[src/rtl/mux_scanner_pkg.sv]
// Shared types and sizing constants for the mux_scanner block.
package mux_scanner_pkg;

  localparam int unsigned NUM_INPUTS = 4;
  localparam int unsigned IDX_W      = 2;
  localparam int unsigned CNT_W      = 4;

  typedef enum logic [1:0] {
    StIdle,
    StSettle,
    StSample,
    StDone
  } state_e;

endpackage

[src/rtl/settle_counter.sv]
// Down-counter that times how long the mux address is held before sampling.
module settle_counter
  import mux_scanner_pkg::*;
(
  input  logic             clk,
  input  logic             reset_n,
  input  logic             i_load,
  input  logic [CNT_W-1:0] i_load_val,
  input  logic             i_enable,
  output logic             o_expired
);

  logic [CNT_W-1:0] r_count;

  always_ff @(posedge clk or negedge reset_n) begin
    if (!reset_n) begin
      r_count <= '0;
    end else if (i_load) begin
      r_count <= i_load_val;
    end else if (i_enable && (r_count != '0)) begin
      r_count <= r_count - CNT_W'(1);
    end
  end

  // Expires on the last settle cycle so the FSM leaves SETTLE after exactly the loaded count.
  assign o_expired = (r_count == CNT_W'(1));

endmodule

[src/rtl/mux_scanner.sv]
// Scans a downstream 4:1 mux and publishes all four samples atomically.
// Optional parity output enabled by defining MUX_SCANNER_PARITY_EN.
module mux_scanner
  import mux_scanner_pkg::*;
#(
  parameter int unsigned SETTLE_CYCLES = 2
) (
  input  logic       clk,
  input  logic       reset_n,
  input  logic       start,
  input  logic       mux_out,
  output logic       address0,
  output logic       address1,
  output logic       busy,
  output logic       done,
  output logic [3:0] data
`ifdef MUX_SCANNER_PARITY_EN
  ,
  output logic       parity
`endif
);

  if ((SETTLE_CYCLES < 1) || (SETTLE_CYCLES > 15)) begin : g_bad_settle
    $error("SETTLE_CYCLES must be in the range 1..15");
  end

  state_e                r_state;
  state_e                w_state_d;
  logic [IDX_W-1:0]      r_idx;
  logic [IDX_W-1:0]      w_idx_d;
  logic [NUM_INPUTS-1:0] r_shadow;
  logic [NUM_INPUTS-1:0] r_data;
  logic                  w_cnt_load;
  logic                  w_cnt_en;
  logic                  w_expired;
  logic                  w_sample;
  logic                  w_commit;
  logic                  w_busy;
  logic                  w_done;
  logic [IDX_W-1:0]      w_addr;

  settle_counter u_settle_counter (
    .clk        (clk),
    .reset_n    (reset_n),
    .i_load     (w_cnt_load),
    .i_load_val (CNT_W'(SETTLE_CYCLES)),
    .i_enable   (w_cnt_en),
    .o_expired  (w_expired)
  );

  always_comb begin
    w_state_d  = r_state;
    w_idx_d    = r_idx;
    w_cnt_load = 1'b0;
    w_cnt_en   = 1'b0;
    w_sample   = 1'b0;
    w_commit   = 1'b0;
    w_busy     = 1'b1;
    w_done     = 1'b0;
    w_addr     = r_idx;
    unique case (r_state)
      StIdle: begin
        w_busy = 1'b0;
        w_addr = '0;
        if (start) begin
          w_state_d  = StSettle;
          w_idx_d    = '0;
          w_cnt_load = 1'b1;
        end
      end
      StSettle: begin
        w_cnt_en = 1'b1;
        if (w_expired) begin
          w_state_d = StSample;
        end
      end
      StSample: begin
        w_sample = 1'b1;
        if (r_idx == IDX_W'(NUM_INPUTS - 1)) begin
          w_state_d = StDone;
        end else begin
          w_idx_d    = r_idx + IDX_W'(1);
          w_cnt_load = 1'b1;
          w_state_d  = StSettle;
        end
      end
      StDone: begin
        w_done    = 1'b1;
        w_commit  = 1'b1;
        w_state_d = StIdle;
      end
      default: w_state_d = StIdle;
    endcase
  end

  always_ff @(posedge clk or negedge reset_n) begin
    if (!reset_n) begin
      r_state <= StIdle;
      r_idx   <= '0;
    end else begin
      r_state <= w_state_d;
      r_idx   <= w_idx_d;
    end
  end

  // Samples land in the shadow first so data only ever shows a complete scan.
  always_ff @(posedge clk or negedge reset_n) begin
    if (!reset_n) begin
      r_shadow <= '0;
      r_data   <= '0;
    end else begin
      if (w_sample) begin
        r_shadow[r_idx] <= mux_out;
      end
      if (w_commit) begin
        r_data <= r_shadow;
      end
    end
  end

`ifdef MUX_SCANNER_PARITY_EN
  logic r_parity;

  always_ff @(posedge clk or negedge reset_n) begin
    if (!reset_n) begin
      r_parity <= 1'b0;
    end else if (w_commit) begin
      r_parity <= ^r_shadow;
    end
  end

  assign parity = r_parity;
`endif

  assign address0 = w_addr[0];
  assign address1 = w_addr[1];
  assign busy     = w_busy;
  assign done     = w_done;
  assign data     = r_data;

endmodule

[config.mk]
export PLATFORM = sky130hd
export DESIGN_NAME = mux_scanner
export DESIGN_NICKNAME = d
export VERILOG_FILES = /design/src/rtl/mux_scanner_pkg.sv /design/src/rtl/settle_counter.sv /design/src/rtl/mux_scanner.sv
export SDC_FILE = /design/constraint.sdc
export NUM_CORES = 1
export LEC_CHECK = 0
export CORE_ASPECT_RATIO = 1.2
export CORE_MARGIN = 4
export CORE_UTILIZATION = 45
export DETAILED_ROUTE_END_ITERATION = 7
export PLACE_DENSITY = 0.74
export SETUP_SLACK_MARGIN = 0.3
export SLEW_MARGIN = 25
export SYNTH_ARGS = -nofsm -noshare
export SYNTH_HDL_FRONTEND = slang
export SYNTH_SLANG_ARGS = --single-unit
[constraint.sdc]
create_clock -name clk -period 1.5 [get_ports clk]
set_input_delay 0.3 -clock clk [delete_from_list [all_inputs] [get_ports clk]]
set_output_delay 0.3 -clock clk [all_outputs]
set_load 0.005 [all_outputs]
* Word-level counts from Yosys, hierarchy flattened
Index checks and enable logic that the tools add are counted.
** Storage, ports and cells
- Output and inout bits :: 8
- Logic and storage cells :: 45
- Register bits :: 16
- Bits of input ports :: 4
** Operators by class
- Reduce and logical (&&, ||, !) cells :: 8
- Muxes and demuxes :: 20
- Add/sub/neg operators :: 2
- Eq/ne operators :: 8
- Order comparisons :: 2
** Operator list (count)
- $mux W2 :: 6
- $mux W4 :: 2
- $pmux W2 S4 :: 1
- $mux W1 :: 7
- $eq A2 B2 Y1 const B :: 3
- $bwmux W4 :: 1
- $eq A4 B1 Y1 const B :: 1
- $ne A2 B2 Y1 const B :: 2
- $pmux W2 S2 :: 1
- $reduce_bool A2 Y1 :: 2
- $reduce_bool A4 Y1 :: 1
- $sub A4 B1 Y4 const B :: 1
- $lt A2 B3 Y1 const B :: 1
- $reduce_and A3 Y1 :: 1
- $add A2 B1 Y2 const B :: 1
- $demux W1 S2 :: 1
- $eq A2 B1 Y1 const B :: 1
- $ge A2 B1 Y1 const B :: 1
- $logic_and A1 B1 Y1 :: 2
- $logic_not A2 Y1 :: 1
- $ne A2 B1 Y1 const B :: 1
- $pmux W1 S2 :: 1
- $reduce_and A2 Y1 :: 1

* Longest topological paths before layout
Gate-level depths: netlist of the first run.
- Depth after elaboration :: 5
- Mapped depth :: 5
- Depth with buffers taken out :: 5

* Cells and area by module
Synthesis of the first run repeated with hierarchy kept, for this count alone.
** Unflattened totals
- Cells, all modules :: 83
- Area, all modules :: 897.1 sq um
** Modules (own cells, without submodules)
- mux_scanner :: seq. area each 300.3 sq um, times used 1, area an instance 631.9 sq um, cells each 54
- settle_counter :: seq. area each 100.1 sq um, times used 1, area an instance 265.3 sq um, cells each 29

* Worst setup path before layout of the first run
No wires, ideal clock.
- Kind :: register to register
- Start point :: register u_settle_counter.r_count[0]
- End point :: register u_settle_counter.r_count[1]
- Arrival :: 1260 ps
- Path slack :: 109 ps
- Required time :: 1369 ps
- Clock period less this slack :: 1391 ps
- Cell stages (with the launch flop) :: 6
- Library setup time :: 131 ps
- Buffers on the path :: 0
- Path through :: dfrtp_1 inv_1 ha_1 nor3b_1 nor3_1 or3_1
** On the way
- Longest elaborated chain between the ends :: 3
** Ends and longest elaborated chain
- start: declaration :: line settle_counter.sv:13 : logic [CNT_W-1:0] r_count;
- start signal: assignment :: line settle_counter.sv:19 : r_count <= i_load_val;
- start signal: assignment :: line settle_counter.sv:21 : r_count <= r_count - CNT_W'(1);
- $sub A4 B1 Y4 or $reduce_bool A4 Y1 (tied branches) :: line settle_counter.sv:21, settle_counter.sv:20
- $mux W4 or $logic_and A1 B1 Y1 (tied branches) :: line settle_counter.sv:20 : end else if (i_enable && (r_count != '0)) begin
- $mux W4 or $reduce_bool A2 Y1 (tied branches)
Parallel ways exist; a longest one is shown, timed or not. The select of a mux whose other input is x is not followed.
A chain may end at the register's enable or synchronous reset.

* Worst setup path in the final report of the first run
- Start point :: register r_state[0]
- End point :: output port address0
** On the way
- Longest elaborated chain between the ends :: 2
** Ends and longest elaborated chain
- start: declaration :: line mux_scanner.sv:27 : state_e r_state;
- start signal: assignment :: line mux_scanner.sv:98 : r_state <= StIdle;
- start signal: assignment :: line mux_scanner.sv:101 : r_state <= w_state_d;
- $logic_not A2 Y1 :: line mux_scanner.sv:61 : unique case (r_state)
- $mux W2 :: line mux_scanner.sv:61
- end: declaration :: line mux_scanner.sv:12 : output logic address0,
Every way passes these cells.

==> results of run 1 <==
==> layout by cell type (no fill, tap or decap), types with 2 or more instances in the layout <==
| cell | n |
|---|---|
| dfrtp_1 | 15 |
| and2b_2 | 2 |
| nand2_2 | 4 |
| buf_6 | 8 |
| inv_2 | 2 |
| nor3_1 | 3 |
| clkbuf_2 | 5 |
| clkbuf_4 | 3 |
| buf_2 | 2 |
| clkdlybuf4s50_1 | 3 |
| buf_4 | 7 |
| ha_1 | 5 |
| inv_1 | 5 |
| nand2_1 | 3 |
| mux2_4 | 8 |
| a21o_1 | 2 |
==> registers in the layout (all words and copies together), names as in the netlist <==
name	flops
r_state	2
data	4
u_settle_counter.r_count	4
r_shadow	4
r_idx	2
==> cell type report <==
cell class                      count  area [µm²]  area share, %
Multi-Input combinational cell     50         502           42.4
Tap cell                           18        22.5           1.90
Sequential cell                    16         402           34.0
Clock buffer                        3        22.5           1.90
Inverter                            7        26.3           2.22
Timing Repair Buffer               25         208           17.6
==> timing repair <==
action | 4_1_cts | 5_1_grt
hold buffers | 0 | 0
hold endpoints to repair | 0 | 0
buffers inserted | 6 | 2
pin swaps | 12 | 8
gates cloned | 0 | 0
setup endpoints to repair | 22 | 23
resized for setup | 41 | 18
==> worst max path at each step <==
stage	startpoint	end	slack, ps	cells past startpoint
after floorplan	u_settle_counter.r_count[0]	u_settle_counter.r_count[1]	160	5
after global placement	start	u_settle_counter.r_count[1]	-3	4
after detailed placement	start	u_settle_counter.r_count[1]	-20	4
after CTS	r_state[1]	u_settle_counter.r_count[1]	-30	6
after global routing	r_state[1]	r_shadow[3]	-50	6
final	r_state[0]	address0	-10	3
==> logic make-up after synthesis <==
kind of cell	share of synthesized area, %
compound gates	11.2
fa+ha+maj	10.6
buf+inv	3.17
flops	48.3
mux	12.1
simple gates	14.8
==> worst max-delay path: cells and delay by family, from the launching register on <==
family | cells | cell delay (ps)
simple gates | 2 | 420
buf+inv | 1 | 100
flops | 1 | 400
==> power groups by stage <==
stage | logic [W] | clock network [W] | registers, W
4_1_cts | 0.00105 | 0.000229 | 0.000725
3_5_place_dp | 0.000914 | 0 | 0.000726
6_report | 0.00117 | 0.000220 | 0.000737
3_3_place_gp | 0.000884 | 0 | 0.000717
2_1_floorplan | 0.000526 | 0 | 0.000740
5_1_grt | 0.00127 | 0.000256 | 0.000759
==> metrics by stage <==
| step | utilization (%) | hold slack (ps) | setup WS [ps] | instances |
|---|---|---|---|---|
| floorplan | - | 4.41 | 162 | 73 |
| global placement | 61.0 | 488 | -3.33 | 108 |
| detailed placement | 61.0 | 491 | -22.6 | 108 |
| CTS | 67.7 | 339 | -30.0 | 117 |
| global route | 70.3 | 340 | -48.7 | 119 |
| finish | 70.3 | 331 | -9.72 | 119 |
==> metal layers <==
| metal | up-vias | share of wire (%) |
|---|---|---|
| met5 | - | 0 |
| met4 | 0 | 3.0 |
| met3 | 6 | 4.3 |
| met2 | 12 | 49 |
| met1 | 307 | 43 |
| li1 | 310 | - |
==> qor.yml, run 1 <==
sta:
  period_needed_ps: 1510
  setup_viol: 4
  skew_ps: 7.95
  max_slew.worst_pin.slew_ps: 286
  worst_slack_ps: -9.72
  timing.slew.headroom_pct: 80.9
  finalCritPeriodShare_pct: 101
  fin_setup_tns_ps: -20.3
  hold_viol: 0
  slew_violations: 0
  fmax_mhz: 662
  rsz0062_at_grt: "true"
die:
  num_rows: 16
  start_util_pct: 49.3
  die_w_um: 47.2
  die_y_um: 55.0
  dieArea_mm2: 0.00260
  io_pins: 12
  core_area_mm2: 0.00168
worst_setup_path:
  cp-end-kind: "output pin"
  path_cells: "or2_4, and2_4, buf_6"
  rr_worst_depth: 6
  r2r-start: "r_state[1]"
  r2r-end: "r_shadow[3]"
  worstPathArrival_ps: 1210
  max_stage_delay_ps: 400
  r2r_slack_ps: -10
  start_kind: "register"
  crit_required_ps: 1200
  cp_max_fo: 3
  crit_type: "reg2out"
  critPathSlowestCell: "dfrtp_1"
clocking:
  root_buffer: "clkbuf_4"
  clock_latency_ps: 280
  clock-sinks: 16
  cts_made_buffers: 3
  htree_levels: 1
  clk_pin_slew_ps: 90
  cts_tree: "built"
  clockBufferDepth: 2
yosys:
  yosysMostFrequentCell: "dfrtp_1"
  syn_nets: 84
  ys_top_cells_by_count: "dfrtp_1, mux2_2, nand2_1"
  synth-seq-cells: 16
  ys.warnings.count: 0
  synth_edf_count: 0
  yosys-top-cells-area: "dfrtp_1, mux2_2, ha_1, nand2_1, inv_1"
  synthFlopType: "dfrtp_1"
  syn_area_per_cell_um2: 11.4
  netlist_area_um2: 830
  yosysTopAreaCell: "dfrtp_1"
  ys_types: 23
  async_flop_share_pct: 100
  ys_seq_area_share_pct: 48.3
  syn_inst: 73
  synth_top_cell_area_share_pct: 48.3
run_status:
  violations: "negative setup slack"
  outcome: "finished with violations"
pwr:
  vdd.ir_drop.worst_v: 0.00118
  power.leakage_nw: 0.586
  p_sw_w: 0.000742
  combPwrFrac_pct: 55.0
  p_sw_share_pct: 34.9
  power_w: 0.00213
  power_density_mw_per_mm2: 1800
  p_int_w: 0.00139
  seqPwrFrac_pct: 34.6
  power_frac_clock_pct: 10.3
global_routing:
  overflow: 0
  grt_pass1_vias: 645
  use_met2_pct: 25.3
  grt_use_met1_pct: 16.3
  grt_pass1_wl_um: 2670
  grt_antenna_before_repair: 0
  grtUsageTotal_pct: 14.7
  grt_max_degree: 17
  busiest_layer: "met2"
  use_met3_pct: 3.56
layout:
  stdcell_area_mm2: 0.00118
  syn_to_final_growth_pct: 42.5
  antenna_cells: 0
  num-nets-final: 114
  drive_gt1_share_pct: 53.5
  nFillCells: 123
route:
  vias: 635
  vias_per_cell: 5.34
  drtPass1Iterations: 2
  wirelength_um: 1820
  drtAntennaViolNets: 0
  drc: 0
  drtIter0Drc: 5
  post_drt_wl_per_cell_um: 15.3
placed_design:
  postPlaceCellArea_mm2: 0.00103
  place.gp.congestion: 0.743
  dpl.hpwl_um: 1110
  numPortBuffers: 11
min_path:
  min_path_type: "in2async"
run:
  drv_cap: 0
Power figures use the tool's default switching activity.
==> run 2, diff against run 1 <==
SLEW_MARGIN = 15   (was 25)
==> results of run 2 <==
No change in the layout: final DEF, timing and power equal those of run 1.
